**config.mk**
```make
export PLATFORM = sky130hd
export DESIGN_NAME = noc_flit_depacketizer
export DESIGN_NICKNAME = d
export VERILOG_FILES = /design/src/rtl/noc_flit_depacketizer.sv
export SDC_FILE = /design/constraint.sdc
export NUM_CORES = 1
export LEC_CHECK = 0
export BUFFER_PORTS_ARGS = -buffer_cell sky130_fd_sc_hd__buf_2
export CORE_MARGIN = 8
export CORE_UTILIZATION = 32
export CTS_BUF_LIST = sky130_fd_sc_hd__clkbuf_16
export DETAILED_ROUTE_END_ITERATION = 8
export SYNTH_ARGS = -nofsm -noshare
export SYNTH_HDL_FRONTEND = slang
export SYNTH_SLANG_ARGS = --single-unit
```
**constraint.sdc**
```tcl
create_clock -name clk -period 4.6 [get_ports clk]
set_clock_uncertainty 0.1 [all_clocks]
set_input_delay 0.92 -clock clk [delete_from_list [all_inputs] [get_ports clk]]
set_output_delay 0.92 -clock clk [all_outputs]
set_load 0.03 [all_outputs]
```
**src/rtl/noc_flit_depacketizer.sv**
```systemverilog
// noc_flit_depacketizer: ejection-side network interface.
// Reassembles LOCAL-port flits into one message for the core.
module noc_flit_depacketizer #(
  parameter logic [1:0]  LOCAL_X      = 2'd0,
  parameter logic [1:0]  LOCAL_Y      = 2'd0,
  parameter int unsigned MAX_PL_FLITS = 4,
  localparam int unsigned FLIT_WIDTH        = 64,
  localparam int unsigned DEST_ADDR_SIZE_X  = 2,
  localparam int unsigned DEST_ADDR_SIZE_Y  = 2,
  localparam int unsigned HEAD_PAYLOAD_SIZE = 58,
  localparam int unsigned BODY_PAYLOAD_SIZE = 62,
  localparam int unsigned PL_W = MAX_PL_FLITS * BODY_PAYLOAD_SIZE,
  localparam int unsigned CW   = $clog2(MAX_PL_FLITS + 1)
) (
  input  logic                         clk,
  input  logic                         rst_n,
  input  logic                         flit_valid_i,
  output logic                         flit_ready_o,
  input  logic [FLIT_WIDTH-1:0]        flit_i,
  output logic                         msg_valid_o,
  input  logic                         msg_ready_i,
  output logic [DEST_ADDR_SIZE_X-1:0]  msg_x_dest_o,
  output logic [DEST_ADDR_SIZE_Y-1:0]  msg_y_dest_o,
  output logic [HEAD_PAYLOAD_SIZE-1:0] msg_head_pl_o,
  output logic [PL_W-1:0]              msg_pl_o,
  output logic [CW-1:0]                msg_pl_cnt_o,
  output logic                         msg_trunc_o,
  output logic                         msg_misroute_o,
  output logic [7:0]                   drop_cnt_o
);

  typedef enum logic [1:0] {
    IDLE,
    COLLECT,
    HOLD
  } state_t;

  localparam logic [1:0] LBL_HEAD = 2'b00;
  localparam logic [1:0] LBL_BODY = 2'b01;
  localparam logic [1:0] LBL_TAIL = 2'b10;
  localparam logic [CW-1:0] MAX_CNT = CW'(MAX_PL_FLITS);

  state_t state_q, state_d;

  logic [DEST_ADDR_SIZE_X-1:0]  x_q;
  logic [DEST_ADDR_SIZE_Y-1:0]  y_q;
  logic [HEAD_PAYLOAD_SIZE-1:0] hpl_q;
  logic [PL_W-1:0]              pl_q;
  logic [CW-1:0]                cnt_q;
  logic                         trunc_q;
  logic                         misroute_q;
  logic [7:0]                   drop_q;

  logic [1:0] label;
  logic       is_head, is_body, is_tail, is_bad;
  logic       take;
  logic       latch_head, store_pl, drop;
  logic [DEST_ADDR_SIZE_X-1:0]  f_x;
  logic [DEST_ADDR_SIZE_Y-1:0]  f_y;
  logic [HEAD_PAYLOAD_SIZE-1:0] f_hpl;
  logic [BODY_PAYLOAD_SIZE-1:0] f_bpl;

  assign label   = flit_i[63:62];
  assign f_x     = flit_i[61:60];
  assign f_y     = flit_i[59:58];
  assign f_hpl   = flit_i[57:0];
  assign f_bpl   = flit_i[61:0];
  assign is_head = (label == LBL_HEAD);
  assign is_body = (label == LBL_BODY);
  assign is_tail = (label == LBL_TAIL);
  assign is_bad  = (label == 2'b11);

  // Ready depends on registered state only, never on msg_ready_i.
  assign flit_ready_o = (state_q != HOLD);
  assign msg_valid_o  = (state_q == HOLD);
  assign take         = flit_valid_i && flit_ready_o;

  always_ff @(posedge clk or negedge rst_n) begin
    if (!rst_n) state_q <= IDLE;
    else        state_q <= state_d;
  end

  always_comb begin
    state_d    = state_q;
    latch_head = 1'b0;
    store_pl   = 1'b0;
    drop       = 1'b0;
    unique case (state_q)
      IDLE: begin
        if (take) begin
          if (is_head) begin
            latch_head = 1'b1;
            state_d    = COLLECT;
          end else begin
            drop = 1'b1;
          end
        end
      end
      COLLECT: begin
        if (take) begin
          unique case (1'b1)
            is_head: begin
              latch_head = 1'b1;
              drop       = 1'b1;
            end
            is_body: store_pl = 1'b1;
            is_tail: begin
              store_pl = 1'b1;
              state_d  = HOLD;
            end
            is_bad:  drop = 1'b1;
            default: drop = 1'b1;
          endcase
        end
      end
      HOLD: begin
        if (msg_ready_i) state_d = IDLE;
      end
      default: state_d = IDLE;
    endcase
  end

  always_ff @(posedge clk or negedge rst_n) begin
    if (!rst_n) begin
      x_q        <= '0;
      y_q        <= '0;
      hpl_q      <= '0;
      pl_q       <= '0;
      cnt_q      <= '0;
      trunc_q    <= 1'b0;
      misroute_q <= 1'b0;
      drop_q     <= '0;
    end else begin
      if (latch_head) begin
        x_q        <= f_x;
        y_q        <= f_y;
        hpl_q      <= f_hpl;
        misroute_q <= (f_x != LOCAL_X) || (f_y != LOCAL_Y);
        cnt_q      <= '0;
        trunc_q    <= 1'b0;
      end
      if (store_pl) begin
        if (cnt_q < MAX_CNT) begin
          for (int k = 0; k < int'(MAX_PL_FLITS); k++) begin
            if (cnt_q == CW'(k))
              pl_q[k*BODY_PAYLOAD_SIZE +: BODY_PAYLOAD_SIZE] <= f_bpl;
          end
          cnt_q <= cnt_q + 1'b1;
        end else begin
          trunc_q <= 1'b1;
        end
      end
      if (drop && drop_q != 8'hFF)
        drop_q <= drop_q + 8'd1;
    end
  end

  assign msg_x_dest_o   = x_q;
  assign msg_y_dest_o   = y_q;
  assign msg_head_pl_o  = hpl_q;
  assign msg_pl_o       = pl_q;
  assign msg_pl_cnt_o   = cnt_q;
  assign msg_trunc_o    = trunc_q;
  assign msg_misroute_o = misroute_q;
  assign drop_cnt_o     = drop_q;

endmodule
```
# [Word-level counts from Yosys, hierarchy flattened]
# Cells that the tools add are included.
[totals] regBits=325 in_bits=68
[classes] magnitude_cmp=1 add_sub_neg=2 reduce_logical=15 muxes=23 eq_ne=14
[op_table] cell="1-bit two-way mux" n=13
[op_table] cell="3-bit AND reduction" n=4
[op_table] cell="2-bit two-way mux" n=5
[op_table] cell="2-bit != test (second input constant)" n=5
[op_table] cell="3-bit two-way mux" n=3
[op_table] cell="8-bit by 1-bit adder with 8-bit output (second input constant)" n=1
[op_table] cell="8-bit != test (second input constant)" n=1
[op_table] cell="3-bit by 2-bit == test with 1-bit output (second input constant)" n=2
[op_table] cell="2-bit one-hot mux with 3 select lines" n=1
[op_table] cell="5-bit AND reduction" n=1
[op_table] cell="2-bit by 1-bit == test with 1-bit output (second input constant)" n=2
[op_table] cell="2-bit == test (second input constant)" n=2
[op_table] cell="2-bit logical NOT" n=2
[op_table] cell="2-bit nonzero test" n=2
[op_table] cell="2-bit OR reduction" n=2
[op_table] cell="3-bit by 1-bit adder with 3-bit output (second input constant)" n=1
[op_table] cell="3-bit by 1-bit == test with 1-bit output (second input constant)" n=1
[op_table] cell="3-bit logical NOT" n=1
[op_table] cell="3-bit less-than comparator (second input constant)" n=1
[op_table] cell="1-bit logical AND" n=2
[op_table] cell="2-bit by 1-bit != test with 1-bit output (second input constant)" n=1
[op_table] cell="1-bit one-hot mux with 2 select lines" n=1
[op_table] cell="1-bit logical OR" n=1

# [Depth between registers and ports, before layout]
[depth] word_depth=7 depth_mapped=7 depth_no_buf=6

# [Worst setup path before layout]
# OpenSTA, ideal clock, no wires.
[synth_timing] path_kind="input-to-reg" start="in flit_i[62]" end="reg pl_q[54], in the netlist msg_pl_o[54]" setup_slack_ns=1.995 stages=6 setup_time_ns=0.125 arrival_time_ns=2.380 cell_sequence="inv_1 ha_1 nand2_1 nor4b_4 buf_2 mux2_2"
[synth_via] elab_chain_cells=6
[synth_lines] element="start: declaration" line_no="19" rtl="input logic [FLIT_WIDTH-1:0] flit_i,"
[synth_lines] element="2-bit by 1-bit == test with 1-bit output or 2-bit == test (tied branches)" line_no="69, 70"
[synth_lines] element="2-bit OR reduction (no source line) *"
[synth_lines] element="1-bit two-way mux *" line_no="101" rtl="unique case (1'b1)"
[synth_lines] element="1-bit two-way mux *" line_no="100" rtl="if (take) begin"
[synth_lines] element="1-bit two-way mux *" line_no="88" rtl="unique case (state_q)"
[synth_lines] element="3-bit AND reduction (no source line) *"
[synth_lines] element="end signal: indexed assignment" line_no="146" rtl="pl_q[k*BODY_PAYLOAD_SIZE +: BODY_PAYLOAD_SIZE] <= f_bpl;"
[synth_lines] element="end: declaration" line_no="48" rtl="logic [PL_W-1:0] pl_q;"
# Mark *: on every way between the ends. The rest lies on a longest branch, timed or not.
# A chain may end at the register's enable or synchronous reset.

# [Final worst setup path]
[layout_timing] start="in flit_i[63]" end="reg pl_q[224], in the netlist msg_pl_o[224]"
# The elaborated chain is that of the path after synthesis.

==> metrics.cfg <==
[worst_setup_path]
timing.critical_path.buf_inv = 2
critPathLaunchType = input pin
worst-endpoint-arrival_ns = 3.17
cp.required_ns = 4.91
rr_startpoint = state_q[1]$_DFFE_PN0P_
critical-path-max-stage-delay_ns = 0.63
timing.critical_path.to_type = flip-flop
setup.worst_path.class = input pin to flip-flop
r2r.worst_path.cells = 4
critical_path.startpoint = flit_i[63]
timing.rr.end = msg_pl_o[224]$_DFFE_PN0P_
rrSetupSlack_ns = 2.05
cp_top_family = simple AND/OR/NAND/NOR gates
crit_slowest_cell = nand2_4
crit_fanout = 63
timing.critical_path.cells = buf_2 > inv_1 > ha_1 > nand2_1 > nor3_4 > nand2_4 > mux2_1

[global_routing]
grt_start_max_net_pins = 115
gr-usage-all-layers_pct = 15.0
antenna_found_initial = 0
overflow_left_after_global_routing = 0
first_pass_grt_wire_length_mm = 52.3
first_global_vias = 8422

[floorplanning]
die_h_um = 212
die_area_um2 = 45000
dieWidth_um = 212
placeableCoreArea_um2 = 38300
core.rowCount = 72
start_util_pct = 32.2
num_io_pins = 393

[synthesis]
synth_cells = 732
syn_nets = 807
synth-seq-cells = 325
synth_sequential_area_ratio_pct = 66.1
post_synth.cell_area_avg_um2 = 16.8
synth_warnings = 0
syn-cell-area_um2 = 12300
ys_types = 28

[placed_design]
post-place-ws_ns = 1.17
place.port_buffers = 392
gpl.final_weighted_congestion = 0.765
dpl.hpwl_mm = 24.0

[timing]
hold_violations = 0
period_needed_ns = 2.86
setup_repair_after_global_routing_missed_its_margin = false
finalMaxSlewViolations = 0
setup-violations-final = 0
finalSetupTns_ns = 0
ratio_of_final_minimum_period_to_clock_period_pct = 62.2
clock.fmax_ghz = 0.349
worst_pin_slew_ns = 1.04
setup_ws_ns = 1.74
slew_headroom_pct = 30.4

[pwr]
power.clock.fraction_pct = 23.8
switching_share_of_power_pct = 40.5
power.combinational.fraction_pct = 39.4
leakage_uw = 0.00826
power-per-cell-area_nw_per_um2 = 758
p_int_uw = 7250
ir_worst_vdd_mv = 0.481
seq_power_share_pct = 36.7
total_power_uw = 12200
p_sw_uw = 4920

[cts]
cts_resized = 0
cts_max_path_buffers = 3
clkLatencyLatePin_ns = 0.52
clock_sink_count = 325
cts.reportedPaths.clkPinSlew_ns = 0.06
ctsHoldBuffers = 0
setup_fix_bufs_post_cts = 0
cts-htree-levels = 2
cts_made_buffers = 38
root_buffer = clkbuf_16
tritoncts = done

[route]
totalWireLength_mm = 34.4
avgViaCountPerCell = 4.59
drt-wirelength-per-cell_um = 20.4
drt_first_pass_iters = 4
vias = 7731
drt_iter0_markers = 272
drc_violation_count_after_routing = 0
drtAntennaViolNets = 0

[final_layout]
layout-area-overhead-vs-synth_pct = 30.4
antenna-diode-count = 0
drive_above_1_share_pct = 65.4
multi_input_combinational_cell_area_um2 = 3950
ff_latch_area_um2 = 8130
final_net_count = 1218
num-fill-cells = 3588

[status]
status = finished clean

[hold_path]
worst_hold_path_type = input pin to async pin

[run]
drv.max_cap_violation_count = 0

[power by group through the flow]
stage          registers (uW)  clock network (uW)  logic [uW]
2_1_floorplan            6530                   0        1130
3_3_place_gp             4470                   0        4830
3_5_place_dp             4510                   0        4870
4_1_cts                  4480                3000        4880
5_1_grt                  4600                3120        5050
6_report                 4470                2900        4800
[synth_stat cells]
| cell type | n | area [um^2] |
|---|---|---|
| nand2b_1 | 3 | 18.8 |
| a311oi_1 | 1 | 8.76 |
| inv_1 | 5 | 18.8 |
| mux2_1 | 9 | 101 |
| nor2_1 | 3 | 11.3 |
| and3_1 | 1 | 6.26 |
| or2_2 | 1 | 6.26 |
| o21ai_0 | 2 | 10.0 |
| o22ai_1 | 1 | 6.26 |
| a22o_1 | 1 | 8.76 |
| mux2i_1 | 2 | 20.0 |
| a21oi_1 | 1 | 5.00 |
| nor4_1 | 1 | 6.26 |
| ha_1 | 7 | 87.6 |
| nor4b_4 | 1 | 23.8 |
| nand3b_1 | 2 | 15.0 |
| nor3_4 | 1 | 16.3 |
| nand2_2 | 3 | 18.8 |
| nand3_1 | 3 | 15.0 |
| buf_1 | 5 | 18.8 |
| mux2_2 | 304 | 3420 |
| buf_6 | 12 | 135 |
| nand2_1 | 12 | 45.0 |
| nor3b_1 | 1 | 7.51 |
| buf_2 | 15 | 75.1 |
| nor3_1 | 5 | 25.0 |
| xor2_1 | 5 | 43.8 |
| dfrtp_1 | 325 | 8130 |
[metrics by stage]
step	utilization [%]	area, um^2	hold slack, ns	std cells
floorplan	-	12300	0.343	732
global placement	38.8	14800	0.362	1621
detailed placement	38.8	14800	0.374	1621
CTS	41.9	16000	0.381	1684
global route	41.9	16000	0.404	1684
finish	41.9	16000	0.350	1684
[layout by cell type, fill, tap and decap left out, types with 2 or more instances in the layout]
| cell | n |
|---|---|
| buf_12 | 4 |
| clkbuf_16 | 41 |
| ha_1 | 7 |
| clkinv_2 | 4 |
| dfrtp_1 | 325 |
| bufinv_16 | 3 |
| mux2_2 | 304 |
| clkinv_1 | 8 |
| inv_1 | 10 |
| buf_4 | 7 |
| nand2_4 | 3 |
| mux2i_1 | 2 |
| nand2b_1 | 3 |
| buf_2 | 391 |
| nand3b_1 | 2 |
| nand2_1 | 12 |
| nand3_1 | 3 |
| o21ai_0 | 2 |
| xor2_1 | 5 |
| mux2_1 | 9 |
| nor2_1 | 3 |
| nor3_1 | 5 |
| clkinvlp_4 | 2 |
[worst max path at each step]
stage,to,slack [ns],depth (start not counted)
5_1_grt,msg_pl_o[224]$_DFFE_PN0P_,1.62,7
3_5_place_dp,msg_pl_o[194]$_DFFE_PN0P_,1.17,7
2_1_floorplan,msg_pl_o[54]$_DFFE_PN0P_,2.00,6
6_report,msg_pl_o[224]$_DFFE_PN0P_,1.74,7
4_1_cts,msg_pl_o[194]$_DFFE_PN0P_,1.75,7
3_3_place_gp,msg_pl_o[224]$_DFFE_PN0P_,1.19,7
[per-layer routing]
metal / share of wire (%) / track usage (%)
met1: 40 / 17.5
met2: 49 / 25.3
met3: 8.3 / 5.03
met4: 2.7 / 5.75
met5: 0 / 0
[layout make-up]
cell class,instances,share of cell area (%)
tap,518,4.04
multi-input combinational,370,24.6
sequential,325,50.7
timing repair buffer,403,13.1
clock buffer,41,6.39
clock inverter,22,1.08
inverter,5,0.117
[registers in the layout, summed over array words and instances (netlist names)]
name            flops
msg_y_dest_o        2
msg_trunc_o         1
state_q             2
msg_x_dest_o        2
msg_misroute_o      1
drop_cnt_o          8
msg_pl_o          248
msg_pl_cnt_o        3
msg_head_pl_o      58
[kinds of logic (layout without fill, tap and decap cells)]
family          Yosys count  after routing  synth area share (%)
simple gates             37             37                  1.75
mux                     315            315                  28.8
compound gates            6              6                 0.315
flops                   325            325                  66.1
buf+inv                  37            471                  2.01
fa+ha+maj                 7              7                 0.711
xor+xnor                  5              5                 0.356
(Power assumes the default switching activity.)
